**src/rtl/filter_sequencer.sv**
```systemverilog
// filter_sequencer: display-path controller between the filter chain and vga_ctrl.
// Debounces four active-low pushbuttons. Uses them to stage a display mode
// (ORIG/BIN/DIL) and a binarisation threshold. Commits both at a frame boundary.
// Ports:
//   clk, rstn                 pixel clock, async active-low reset
//   i_key_n[3:0]              raw keys: [0] next mode, [1] thr up, [2] thr down, [3] thr reset
//   i_frame_start             one-cycle pulse at pixel (0,0)
//   i_red/i_green/i_blue      original pixel
//   i_bin, i_dil              binary / dilated stage output, nonzero = foreground
//   o_red/o_green/o_blue      selected pixel, registered
//   o_thresh                  active threshold
//   o_mode                    active mode (0 ORIG, 1 BIN, 2 DIL)
//   o_pending                 staged settings differ from active settings
module filter_sequencer #(
  parameter int unsigned DEBOUNCE_CYCLES = 250000,
  parameter int unsigned THRESH_INIT     = 84,
  parameter int unsigned THRESH_STEP     = 4,
  parameter int unsigned THRESH_MAX      = 255
) (
  input  logic       clk,
  input  logic       rstn,
  input  logic [3:0] i_key_n,
  input  logic       i_frame_start,
  input  logic [7:0] i_red,
  input  logic [7:0] i_green,
  input  logic [7:0] i_blue,
  input  logic [9:0] i_bin,
  input  logic [9:0] i_dil,
  output logic [7:0] o_red,
  output logic [7:0] o_green,
  output logic [7:0] o_blue,
  output logic [9:0] o_thresh,
  output logic [1:0] o_mode,
  output logic       o_pending
);

  localparam int unsigned CntW = (DEBOUNCE_CYCLES > 1) ? $clog2(DEBOUNCE_CYCLES) : 1;
  localparam logic [CntW-1:0] CntLast = CntW'(DEBOUNCE_CYCLES - 1);
  localparam logic [9:0]  ThrInit = 10'(THRESH_INIT);
  localparam logic [10:0] ThrStep = 11'(THRESH_STEP);
  localparam logic [10:0] ThrMax  = 11'(THRESH_MAX);

  typedef enum logic [1:0] {
    ModeOrig = 2'd0,
    ModeBin  = 2'd1,
    ModeDil  = 2'd2
  } mode_e;

  // Key synchronizer and debounce
  logic [3:0]      key_s1_q, key_s2_q;
  logic [3:0]      level_q, level_d;
  logic [3:0]      press_q, press_d;
  logic [CntW-1:0] cnt_q [4];
  logic [CntW-1:0] cnt_d [4];

  // The counter runs only while the synchronized level disagrees with the accepted one,
  // so any sample agreeing with the accepted level restarts the stability window.
  always_comb begin
    for (int k = 0; k < 4; k++) begin
      cnt_d[k]   = cnt_q[k];
      level_d[k] = level_q[k];
      press_d[k] = 1'b0;
      if (key_s2_q[k] == level_q[k]) begin
        cnt_d[k] = '0;
      end else if (cnt_q[k] == CntLast) begin
        cnt_d[k]   = '0;
        level_d[k] = key_s2_q[k];
        press_d[k] = ~key_s2_q[k];
      end else begin
        cnt_d[k] = cnt_q[k] + CntW'(1);
      end
    end
  end

  always_ff @(posedge clk or negedge rstn) begin
    if (!rstn) begin
      key_s1_q <= 4'hF;
      key_s2_q <= 4'hF;
      level_q  <= 4'hF;
      press_q  <= 4'h0;
      for (int k = 0; k < 4; k++) cnt_q[k] <= '0;
    end else begin
      key_s1_q <= i_key_n;
      key_s2_q <= key_s1_q;
      level_q  <= level_d;
      press_q  <= press_d;
      for (int k = 0; k < 4; k++) cnt_q[k] <= cnt_d[k];
    end
  end

  // Staged mode FSM
  mode_e mode_stg_q, mode_stg_d, mode_act_q;

  always_comb begin
    mode_stg_d = mode_stg_q;
    if (press_q[0]) begin
      unique case (mode_stg_q)
        ModeOrig: mode_stg_d = ModeBin;
        ModeBin:  mode_stg_d = ModeDil;
        default:  mode_stg_d = ModeOrig;
      endcase
    end
  end

  // Staged threshold, 11-bit arithmetic so saturation compares never wrap
  logic [9:0]  thr_stg_q, thr_stg_d, thr_act_q;
  logic [10:0] thr_up, thr_dn;

  always_comb begin
    thr_up    = {1'b0, thr_stg_q} + ThrStep;
    thr_dn    = {1'b0, thr_stg_q} - ThrStep;
    thr_stg_d = thr_stg_q;
    if (press_q[3]) begin
      thr_stg_d = ThrInit;
    end else if (press_q[1] && !press_q[2]) begin
      thr_stg_d = (thr_up > ThrMax) ? ThrMax[9:0] : thr_up[9:0];
    end else if (press_q[2] && !press_q[1]) begin
      thr_stg_d = ({1'b0, thr_stg_q} < ThrStep) ? 10'd0 : thr_dn[9:0];
    end
  end

  // Active registers take the pre-update staged values, so a key pulse in the
  // frame-start cycle lands in the following frame.
  always_ff @(posedge clk or negedge rstn) begin
    if (!rstn) begin
      mode_stg_q <= ModeOrig;
      mode_act_q <= ModeOrig;
      thr_stg_q  <= ThrInit;
      thr_act_q  <= ThrInit;
    end else begin
      mode_stg_q <= mode_stg_d;
      thr_stg_q  <= thr_stg_d;
      if (i_frame_start) begin
        mode_act_q <= mode_stg_q;
        thr_act_q  <= thr_stg_q;
      end
    end
  end

  // Registered pixel mux
  logic [7:0] red_d, green_d, blue_d;
  logic [7:0] red_q, green_q, blue_q;

  always_comb begin
    red_d   = i_red;
    green_d = i_green;
    blue_d  = i_blue;
    unique case (mode_act_q)
      ModeBin: begin
        red_d   = (|i_bin) ? 8'hFF : 8'h00;
        green_d = red_d;
        blue_d  = red_d;
      end
      ModeDil: begin
        red_d   = (|i_dil) ? 8'hFF : 8'h00;
        green_d = red_d;
        blue_d  = red_d;
      end
      default: ;
    endcase
  end

  always_ff @(posedge clk or negedge rstn) begin
    if (!rstn) begin
      red_q   <= 8'h00;
      green_q <= 8'h00;
      blue_q  <= 8'h00;
    end else begin
      red_q   <= red_d;
      green_q <= green_d;
      blue_q  <= blue_d;
    end
  end

  assign o_red     = red_q;
  assign o_green   = green_q;
  assign o_blue    = blue_q;
  assign o_mode    = mode_act_q;
  assign o_thresh  = thr_act_q;
  assign o_pending = (mode_stg_q != mode_act_q) || (thr_stg_q != thr_act_q);

endmodule

```
**config.mk**
```make
export PLATFORM = sky130hd
export DESIGN_NAME = filter_sequencer
export DESIGN_NICKNAME = d
export VERILOG_FILES = /design/src/rtl/filter_sequencer.sv
export SDC_FILE = /design/constraint.sdc
export NUM_CORES = 1
export LEC_CHECK = 0
export ABC_AREA = 1
export ABC_CLOCK_PERIOD_IN_PS = 2200
export CAP_MARGIN = 10
export CORE_UTILIZATION = 56
export DETAILED_ROUTE_END_ITERATION = 10
export GPL_ROUTABILITY_DRIVEN = 0
export PLACE_DENSITY = 0.91
export RECOVER_POWER = 50
export SLEW_MARGIN = 15
export SYNTH_ARGS = -nofsm -noshare
export SYNTH_HDL_FRONTEND = slang
export SYNTH_SLANG_ARGS = --single-unit
```
**constraint.sdc**
```tcl
create_clock -name clk -period 2.2 [get_ports clk]
set_clock_uncertainty 0.15 [all_clocks]
set_input_delay 0.33 -clock clk [delete_from_list [all_inputs] [get_ports clk]]
set_output_delay 0.33 -clock clk [all_outputs]
set_load 0.01 [all_outputs]
```
; ---- After elaboration in Yosys (flattened, before gate mapping)
; Index checks and enable logic that the tools add are counted.
[word_totals]
regBits = 136
wordCells = 87
inputBits = 51
[op_classes]
addsub = 6
reduce_logical = 13
mux = 27
eq_ne = 13
n_lt_le_gt_ge = 2
bitwise_logic = 8
[ops]
columns = op, count
row1 = $mux 18, 8
row2 = $add 18x1->18 const B, 4
row3 = $eq 18x18->1 const B, 4
row4 = $mux 10, 5
row5 = $pmux 8 s2, 3
row6 = $reduce_or 10->1, 2
row7 = $mux 8, 2
row8 = $add 10x3->11 const B, 1
row9 = $gt 11x8->1 const B, 1
row10 = $lt 10x3->1 const B, 1
row11 = $ne 10x10->1, 1
row12 = $sub 10x3->10 const B, 1
row13 = $mux 1, 8
row14 = $not 1->1, 8
row15 = $reduce_and 2->1, 4
row16 = $eq 1x1->1, 4
row17 = $eq 2x1->1 const B, 2
row18 = $pmux 2 s2, 1
row19 = $reduce_bool 3->1, 1
row20 = $eq 2x2->1 const B, 1
row21 = $logic_and 1x1->1, 2
row22 = $logic_not 1->1, 2
row23 = $logic_not 2->1, 1
row24 = $ne 2x2->1, 1
row25 = $logic_or 1x1->1, 1

; ---- Logic depth before layout (Yosys ltp)
[depth]
word_depth = 5
mapped_depth = 11

; ---- Worst setup path after synthesis
; OpenSTA, ideal clock, no wires.
[synth_timing]
path_kind = register -> register
start = reg thr_stg_q[2]
end = reg thr_stg_q[5]
required_ps = 1927
slack_ps = 412
stages_incl_launch_ff = 12
arrival_ps = 1515
path_buffers = 1
cell_sequence = dfstp_2 buf_4 inv_1 ha_1 nand2_1 inv_1 nand3_1 nor2_1 nand2_1 nand2_1 o21ai_0 nand2_1
[synth_via]
elab_chain_cells = 5
elab_cells_between_ends = 9
classes_between = 2 x add/sub / 2 x order compare / 5 x mux
[synth_rtl]
columns = element, line
row1 = start: declaration, 106  ; logic [9:0] thr_stg_q, thr_stg_d, thr_act_q;
row2 = start signal: assignment, 128  ; thr_stg_q <= ThrInit;
row3 = start signal: assignment, 132  ; thr_stg_q <= thr_stg_d;
row4 = $add 10x3->11 (tied with other cells), 110  ; thr_up = {1'b0, thr_stg_q} + ThrStep;
row5 = $gt 11x8->1 or $mux 10 (tied branches), "116, 118"
row6 = $mux 10 (on tied branches), "116, 117"
row7 = $mux 10 (*), 115  ; end else if (press_q[1] && !press_q[2]) begin
row8 = $mux 10 (*), 113  ; if (press_q[3]) begin
; Mark *: on every way between the ends. The rest lies on a longest branch, timed or not. The select of a mux whose other input is x is not followed.
; A chain may end at the register's enable or synchronous reset.

; ---- Worst setup path in the final report
[layout_timing]
start = reg thr_act_q[2], in the netlist o_thresh[2]
end = out o_pending
[layout_via]
elab_chain_cells = 2
[layout_rtl]
columns = element, line
row1 = start: declaration, 106
row2 = start signal: assignment, 129  ; thr_act_q <= ThrInit;
row3 = start signal: assignment, 135  ; thr_act_q <= thr_stg_q;
row4 = $ne 10x10->1, 180  ; assign o_pending = (mode_stg_q != mode_act_q) || (thr_stg_q != thr_act_q);
row5 = $logic_or 1x1->1, 180
row6 = end: declaration, 34  ; output logic o_pending
; Every way passes these cells.

==> results.txt <==
status: complete, but fails checks
failing checks: design-rule violations
part of the power in the clock network: 48.9%
syn_nets: 873
min-delay worst type: flip-flop to flip-flop
Die Y: 112 µm
CP required: 1.72 ns
Tmin final: 2.10 ns
CTS root buf: clkbuf_16
cells along the critical path: xor2_1, nor4_1, nand4_1, buf_2
Yosys reg bits: 134
clock buffer depth: 2
Final Setup Violations: 0
reg2reg setup slack: 0.15 ns
yosys warns: 0
r2r endpoint: thr_stg_q[3]$_DFFE_PN0P_
sequential area share after synthesis: 50.3%
DR vias/cell: 5.23
DR pass1 iterations: 9
Worst setup SP type: flip-flop
Clk pin slew, worst setup/hold paths: 0.06 ns
final hold vios: 0
Avg WL per Cell: 13.9 µm
Sw Share: 23.0%
Worst-Skew Late Latency: 0.42 ns
Fin Setup TNS: 0 ns
Buffers on Ports: 87
post-route cell area: 8390 µm²
Reg2Reg Depth: 9
CTS tree: yes
Sequential Area: 3380 µm²
CP Max Fanout: 3
CTS Buf Count: 17
syn_area_per_cell: 8.26 µm²
largest net degree at the start of global routing: 42
antenna violations before repair: 0
fin crit share: 95.4%
Reg power frac: 45.0%
fmax: 0.477 GHz
most common cell after layout, fill and taps aside: nand2_1
worst hold path cell count: 0
DRC Markers: 2
worst IR drop on VDD: 0.581 mV
slowest cell delay on critical path: 0.55 ns
final worst slack: 0.101 ns
Buf/Inv on CP: 1
Row Count: 39
hold endpoint: key_s2_q[2]$_DFF_PN1_
Worst setup EP type: primary output
most frequent cells in the layout: nand2_1, nor2_1, dfrtp_1
Detailed Place HPWL: 10600 µm
GRT Overall Usage: 26.1%
Min Hold Slack: 0.206 ns
starting DRC count in detailed routing: 416
num ports: 88
Final ANT Viol Nets: 0
CP Class: flip-flop to primary output
Lkg Pwr: 3.86 nW
Core Area: 11600 µm²
reg-to-reg startpoint: thr_stg_q[2]$_DFFE_PN1P_
Util after Layout: 72.6%
total grt overflow: 0
RSZ-0062 raised after global routing: yes
worst-margin pin slew: 1.05 ns
final WL: 14900 µm
CTS Sinks: 134
PwrDens: 679 nW/µm²
Post-Syn Instances: 813
die area: 12400 µm²
Internal Power: 0.00439 W
layout cell share with drive strength beyond 1: 11.5%
Area growth syn-to-layout: 24.9%
post-synth cell types: 38
Pins Over Slew Limit: 0
CP top delay family: flip-flops
Nets: 981
Layout fillers: 796
Worst slew margin: 30.1%
antenna cells: 0
first-pass GRT wire length: 25300 µm
vias post-DR: 5630
# Max-Cap Violations: 0
Critical Path Slowest Stage Cell: dfstp_2
Mapped Area: 6720 µm²
area taken by multi-input logic gates: 2890 µm²
Die X: 112 µm
vias in the first global route: 5531
H-tree depth: 4
initial core utilization: 58.1%
Hold Startpoint: key_s1_q[2]$_DFF_PN1_
post-place setup slack: 0.164 ns
Critical Path AT: 1.62 ns
P_sw: 0.00131 W
combinational fraction of design power: 6.2%
dpl cell area: 7810 µm²
## metal layers
layer,vias to the layer above,share of wire (%),global-route usage [%]
met3,35,6.5,7.89
li1,2808,-,-
met2,170,50,44.3
met1,2617,41,30.5
met4,0,2.7,11.6
met5,-,0,0
## metrics by stage
step           total power, W  instances
3_3_place_gp          0.00295       1043
5_1_grt               0.00590       1077
2_1_floorplan         0.00271        813
6_report              0.00570       1077
3_5_place_dp          0.00296       1043
4_1_cts               0.00574       1077
## kinds of logic (layout without fill, tap and decap cells)
logic type	after synthesis	count (layout)	share of synthesized area (%)
muxes	2	2	0.335
xor gates and xnor gates	42	42	5.48
DFF	134	134	50.3
and+or+nand+nor	445	445	30.1
AOI/OAI and AO/OA	64	64	5.35
adders and majority gates	9	9	1.68
buffers and inverters	117	238	6.78
## worst max-delay path by stage
stage	end	slack, ns	cells past startpoint	start
2_1_floorplan	thr_stg_q[5]$_DFFE_PN0P_	0.41	11	thr_stg_q[2]$_DFFE_PN1P_
3_3_place_gp	o_pending	0.22	4	o_thresh[4]$_DFFE_PN1P_
3_5_place_dp	o_pending	0.16	4	o_thresh[4]$_DFFE_PN1P_
4_1_cts	o_pending	0.08	4	o_thresh[2]$_DFFE_PN1P_
5_1_grt	thr_stg_q[4]$_DFFE_PN1P_	-0.007	11	thr_stg_q[2]$_DFFE_PN1P_
6_report	o_pending	0.10	4	o_thresh[2]$_DFFE_PN1P_
## flip-flops by register name, summed over array words and instances, names as in the netlist, 4 cells and up
name,cells
cnt_q,72
o_thresh,9
thr_stg_q,9
o_blue,8
o_green,8
o_red,8
key_s1_q,4
key_s2_q,4
level_q,4
press_q,4
## Yosys cell counts, drive strengths merged
master / instances / area [µm²]
nor2: 141 / 592
xor2: 37 / 324
dfrtp: 116 / 2900
nand4: 15 / 93.8
clkbuf: 5 / 18.8
a21oi: 28 / 140
ha: 9 / 113
nand3: 49 / 270
o21ai: 21 / 109
or2: 1 / 6.26
inv: 105 / 394
a31o: 2 / 17.5
nand3b: 4 / 30.0
and3: 1 / 6.26
mux2: 2 / 22.5
a21o: 1 / 7.51
a31oi: 6 / 37.5
o22ai: 1 / 6.26
nand2: 186 / 721
dfstp: 18 / 473
nor2b: 1 / 6.26
o21bai: 3 / 26.3
nor4: 7 / 43.8
o21a: 2 / 15.0
buf: 7 / 42.5
nor3: 35 / 218
xnor2: 5 / 43.8
nor3b: 5 / 37.5
## power by group through the flow
stage                     Sequential (W)  Combinational, W  Clock (W)
after global placement           0.00260          0.000348          0
after detailed placement         0.00260          0.000355          0
after CTS                        0.00256          0.000363    0.00282
after global routing             0.00257          0.000390    0.00294
after floorplan                  0.00262         0.0000974          0
final                            0.00256          0.000351    0.00279
## layout make-up
cell class	count	area share, %
timing repair buffer	101	11.6
inverter	105	4.70
clock buffer	19	5.16
multi-input combinational	562	34.5
sequential	134	40.2
clock inverter	13	1.77
tap	143	2.13
## timing repair
action / in CTS / in global routing
setup endpoints to repair: 1 / 2
buffers inserted: 1 / 0
gates resized for setup: 5 / 0
hold endpoints to repair: 37 / 0
hold buffers: 1 / 0
pin swaps: 2 / 0
(Power assumes the default switching activity.)
==> RTL edit 1, RTL diff (config.mk and constraints unchanged) <==
`DEBOUNCE_CYCLES`: 250000 -> 500000.
--- a/src/rtl/filter_sequencer.sv
+++ b/src/rtl/filter_sequencer.sv
@@ -12,7 +12,7 @@
 //   o_mode                    active mode (0 ORIG, 1 BIN, 2 DIL)
 //   o_pending                 staged settings differ from active settings
 module filter_sequencer #(
-  parameter int unsigned DEBOUNCE_CYCLES = 250000,
+  parameter int unsigned DEBOUNCE_CYCLES = 500000,
   parameter int unsigned THRESH_INIT     = 84,
   parameter int unsigned THRESH_STEP     = 4,
   parameter int unsigned THRESH_MAX      = 255
Function: no difference found for any inputs over 10 cycles, from zero or initial values and one cycle with rstn low; that may be too few to reach the edited logic, so the function may still have changed.
==> RTL edit 1 against the unedited design <==
  * Sequential cell count is 4 higher
  * Utilization is 0.97 points lower
  * Design area is 7.7% higher
  * Routed wire length is 25% higher
  * Fmax is 4.1% lower
  * Total power is 0.45% higher
  * Synthesized area is 8.1% higher
  * Worst setup slack worse by 0.089 ns
  * Via count is 20% higher
  * Sequential power is 4% higher
  * Critical path type is now reg -> reg
  * Largest cell class unchanged
==> RTL edit 1: results (changes against the unedited design) <==
top cells by area, synth = dfrtp_1 41%, nand2_1 11%, nor2_1 7.9%, dfstp_2 6.5%, inv_1 5.9% (was dfrtp_1 43%, nand2_1 9.9%, nor2_1 7.3%, dfstp_2 7.0%, inv_1 5.5%)
crit-path max FO = 8 (was 3)
clock network share of area = 6.27% (was 6.93%)
overall routing resource usage = 28.9% (was 26.1%)
final WL = 18600 microns (was 14900 microns)
Avg Cell Area, Syn = 7.83 sq um (was 8.26 sq um)
Via density = 5.53 (was 5.23)
#MultiIn Comb = 656 (was 562)
Compound-Gate Fraction of Synth Area = 4.72% (was 5.35%)
crit path DAT = 2.40 ns (was 1.62 ns)
post-synthesis adder-cell area fraction = 1.55% (was 1.68%)
critical path class = reg -> reg (was reg -> out)
DRT Pass-1 Iters = 8 (was 9)
Plain + repair buffers = 104 (was 101)
Vias = 6749 (was 5630)
layout cells sized above 1 = 9.83% (was 11.5%)
Seq area share = 38.5% (was 40.2%)
FF+latch count, synth = 138 (was 134)
met2 WL = 9450 microns (was 7470 microns)
vias in the first global route = 6286 (was 5531)
sequential power = 2.65 mW (was 2.56 mW)
multiplexer share of the synthesized area = 0.155% (was 0.335%)
largest net degree at the start of global routing = 50 (was 42)
family with the most delay on the worst path = simple AND/OR/NAND/NOR gates (was flip-flops)
HP Start = key_s1_q[1]$_DFF_PN1_ (was key_s1_q[2]$_DFF_PN1_)
post-synthesis sequential area ratio = 47.9% (was 50.3%)
r2r worst-path depth = 12 (was 9)
Placed Instances = 1181 (was 1043)
relative slew slack = 16.0% (was 30.1%)
DRT met1 WL = 7370 microns (was 6080 microns)
GRT met2 Usage = 47.7% (was 44.3%)
Worst VDD drop = 0.466 mV (was 0.581 mV)
Post-DP HPWL = 12600 microns (was 10600 microns)
clock buffers = 21 (was 19)
Multi-input gate area = 3320 sq um (was 2890 sq um)
Worst R2R Setup Slack = 0.01 ns (was 0.15 ns)
max reg flops = 76 (was 72)
fill cell total of the finished layout = 915 (was 796)
Syn Nets = 988 (was 873)
design area = 9030 sq um (was 8390 sq um)
status = completed (was finished, violations left)
Non-clk invs = 118 (was 105)
Placed Area = 8370 sq um (was 7810 sq um)
metal3 WL = 1250 microns (was 972 microns)
Net count, final = 1095 (was 981)
1st-iter DRT viols = 719 (was 416)
Layout non-clock buf frac = 11.1% (was 11.6%)
Leak Pwr = 4.10 nW (was 3.86 nW)
[RTL edit 1: changes by cell type in the layout (fill, tap and decap cells not counted), moves of 4 or more]
cell	before	now
dfrtp_1	116	120
inv_2	7	3
buf_4	8	12
nor2_4	7	2
nor3_1	28	43
nand3_1	44	61
nand2_2	9	3
nor2_1	130	152
nand2_1	177	205
nand4_1	15	34
inv_1	98	112
[RTL edit 1: through the flow]
step	total power [mW]	setup WS, ns	setup TNS [ns]	hold slack (ns)
after detailed placement	3.05	0.0256	0	0.150
final	5.73	0.0126	0	0.204
after global placement	3.04	0.159	0	0.151
after floorplan	2.80	0.289	0	-0.116
after global routing	5.92	-0.0527	-0.128	0.216
after CTS	5.76	0.000409	0	0.143
[RTL edit 1: repair_timing]
| action | CTS | global route |
|---|---|---|
| buffers inserted | 2 | 4 |
| pin swaps | 1 | 7 |
| hold buffers | 1 | 0 |
| hold endpoints to repair | 39 | 0 |
| resized for setup | 2 | 17 |
| setup endpoints to repair | 1 | 7 |
==> RTL edit 2, RTL diff (config.mk and constraints unchanged) <==
Made on the original files. Add an input register stage for `i_key_n`, with the module's reset; this delays it by one clock. The other inputs are not delayed to match.
--- a/src/rtl/filter_sequencer.sv
+++ b/src/rtl/filter_sequencer.sv
@@ -46,6 +46,16 @@
     ModeDil  = 2'd2
   } mode_e;
 
+  logic [3:0] i_key_n_q;
+
+  always_ff @(posedge clk or negedge rstn) begin
+    if (!rstn) begin
+      i_key_n_q <= '0;
+    end else begin
+      i_key_n_q <= i_key_n;
+    end
+  end
+
   // Key synchronizer and debounce
   logic [3:0]      key_s1_q, key_s2_q;
   logic [3:0]      level_q, level_d;
@@ -80,7 +90,7 @@
       press_q  <= 4'h0;
       for (int k = 0; k < 4; k++) cnt_q[k] <= '0;
     end else begin
-      key_s1_q <= i_key_n;
+      key_s1_q <= i_key_n_q;
       key_s2_q <= key_s1_q;
       level_q  <= level_d;
       press_q  <= press_d;
Check against the original RTL: same outputs for any inputs over 10 cycles, from zero or initial values and one cycle with rstn low; that may be too few to reach the edited logic, so the function may still have changed.
==> RTL edit 2 against the unedited design <==
  * Via count rose by 8.9%
  * Sequential share of layout area fell by 0.47 points
  * Sequential cell count rose by 4
  * Largest power group unchanged
  * Routed wire length rose by 12%
  * Synthesized area rose by 4.0%
  * Design area rose by 4.2%
  * Worst setup slack improved by 0.034 ns
  * Critical endpoint is now thr_stg_q[4]$_DFFE_PN1P_
  * Highest routed layer unchanged
  * Total power rose by 4.5%
  * Global-route usage rose by 1.5 points
  * Critical path type is now reg -> reg
  * Largest cell class unchanged
==> RTL edit 2: results (changes against the unedited design) <==
status = completed (was finished, violations left)
Top reg by flops = cnt_q (unchanged)
Avg Cell Area, Syn = 8.25 sq um (was 8.26 sq um)
Post-DP HPWL = 11200 microns (was 10600 microns)
Async SR Flop Fraction = 100% (unchanged)
worst hold path type = reg -> reg (unchanged)
metal3 WL = 779 microns (was 972 microns)
Compound-Gate Fraction of Synth Area = 6.16% (was 5.35%)
Sw Pwr = 1.35 mW (was 1.31 mW)
top layer in use = met4 (unchanged)
Yosys warning count = 0 (unchanged)
# diodes = 0 (unchanged)
post-synthesis sequential area ratio = 49.7% (was 50.3%)
met3 usage = 6.16% (was 7.89%)
Post-DRT Antenna Nets = 0 (unchanged)
Post-synth top cells = 179 x nand2_1, 129 x nor2_1, 120 x dfrtp_1, 102 x inv_1 (was 177 x nand2_1, 130 x nor2_1, 116 x dfrtp_1, 98 x inv_1, 44 x nand3_1)
vias in the first global route = 5986 (was 5531)
sequential fraction of design power = 44.5% (was 45.0%)
Syn Nets = 907 (was 873)
total power = 5.96 mW (was 5.70 mW)
Net count, final = 1015 (was 981)
total of max-cap violations = 0 (unchanged)
pre-CTS setup slack = 0.182 ns (was 0.164 ns)
Distinct cells, synth = 43 (was 38)
DRT met1 WL = 6880 microns (was 6080 microns)
multiplexer share of the synthesized area = 0% (was 0.335%)
final WL = 16700 microns (was 14900 microns)
met2 WL = 8500 microns (was 7470 microns)
Leak Pwr = 4.01 nW (was 3.86 nW)
largest net degree at the start of global routing = 53 (was 42)
max reg flops = 72 (unchanged)
DRT Pass-1 Iters = 5 (was 9)
crit-path max FO = 5 (was 3)
top cells by area, synth = dfrtp_1 43%, nand2_1 9.6%, nor2_1 6.9%, dfstp_2 6.8%, inv_1 5.5% (was dfrtp_1 43%, nand2_1 9.9%, nor2_1 7.3%, dfstp_2 7.0%, inv_1 5.5%)
layout cells sized above 1 = 12.9% (was 11.5%)
crit path DAT = 2.27 ns (was 1.62 ns)
overall routing resource usage = 27.6% (was 26.1%)
Clock Pin Slew Worst Setup and Hold Paths = 0.06 ns (about the same)
root buffer cell = clkbuf_16 (unchanged)
post-synthesis adder-cell area fraction = 1.61% (was 1.68%)
IO buf count = 87 (unchanged)
GR Util met1 = 34.5% (was 30.5%)
relative slew slack = 13.4% (was 30.1%)
Clock Path Buffers = 2 (unchanged)
initial antenna violation count = 0 (unchanged)
Synth Area in XOR/XNOR = 4.76% (was 5.48%)
clock network power share = 49.3% (was 48.9%)
Vias = 6129 (was 5630)
CTS buffer count = 17 (unchanged)
1st-iter DRT viols = 514 (was 416)
Final Non-Filler Cells = 1136 (was 1077)
GRT met2 Usage = 45.7% (was 44.3%)
Worst VDD drop = 0.385 mV (was 0.581 mV)
first-pass GRT wire length = 27900 microns (was 25300 microns)
-- RTL edit 2: area by class of cell --
cell class,instances,area (sq um)
timing repair buffer,101,975
fill,862,3370
tap,168,210
clock buffer,19,443
clock inverter,13,169
sequential,138,3480
inverter,112,420
multi-input combinational,585,3050
-- RTL edit 2: path summary, 6_finish.rpt --
check / slack (ns) / depth (start not counted) / startpoint / to
worst max-delay path: 0.14 / 12 / thr_stg_q[2]$_DFFE_PN1P_ / thr_stg_q[4]$_DFFE_PN1P_
worst min-delay path: 0.20 / 0 / i_key_n_q[2]$_DFF_PN0_ / key_s1_q[2]$_DFF_PN1_
worst max register to register: 0.14 / 12 / thr_stg_q[2]$_DFFE_PN1P_ / thr_stg_q[4]$_DFFE_PN1P_
worst min register to register: 0.20 / 0 / i_key_n_q[2]$_DFF_PN0_ / key_s1_q[2]$_DFF_PN1_
max in group asynchronous: 0.30 / 3 / rstn / thr_stg_q[2]$_DFFE_PN1P_
min in group asynchronous: 0.56 / 2 / rstn / cnt_q[50]$_DFF_PN0_
-- RTL edit 2: critical path, cell delays in order, from the launching register on --
cell	delay (ns)
dfstp_2	0.56
inv_2	0.07
ha_1	0.29
inv_1	0.07
nor2_1	0.12
nand2_1	0.07
nor2_1	0.08
nand2_1	0.05
nor2_1	0.10
nand2_1	0.08
nand2_2	0.10
nand2_2	0.09
a21oi_2	0.16
-- RTL edit 2: stage by stage --
stage,utilization (%),area [sq um]
finish,72.2,8740
CTS,72.2,8750
floorplan,-,6990
global placement,67.0,8110
global route,72.2,8740
detailed placement,67.0,8110
-- RTL edit 2: what timing repair did --
action,CTS,global route
hold buffers,1,0
resized for setup,4,5
pin swaps,1,1
endpoints found under the hold margin,39,0
setup endpoints to repair,1,4
buffers inserted,1,0
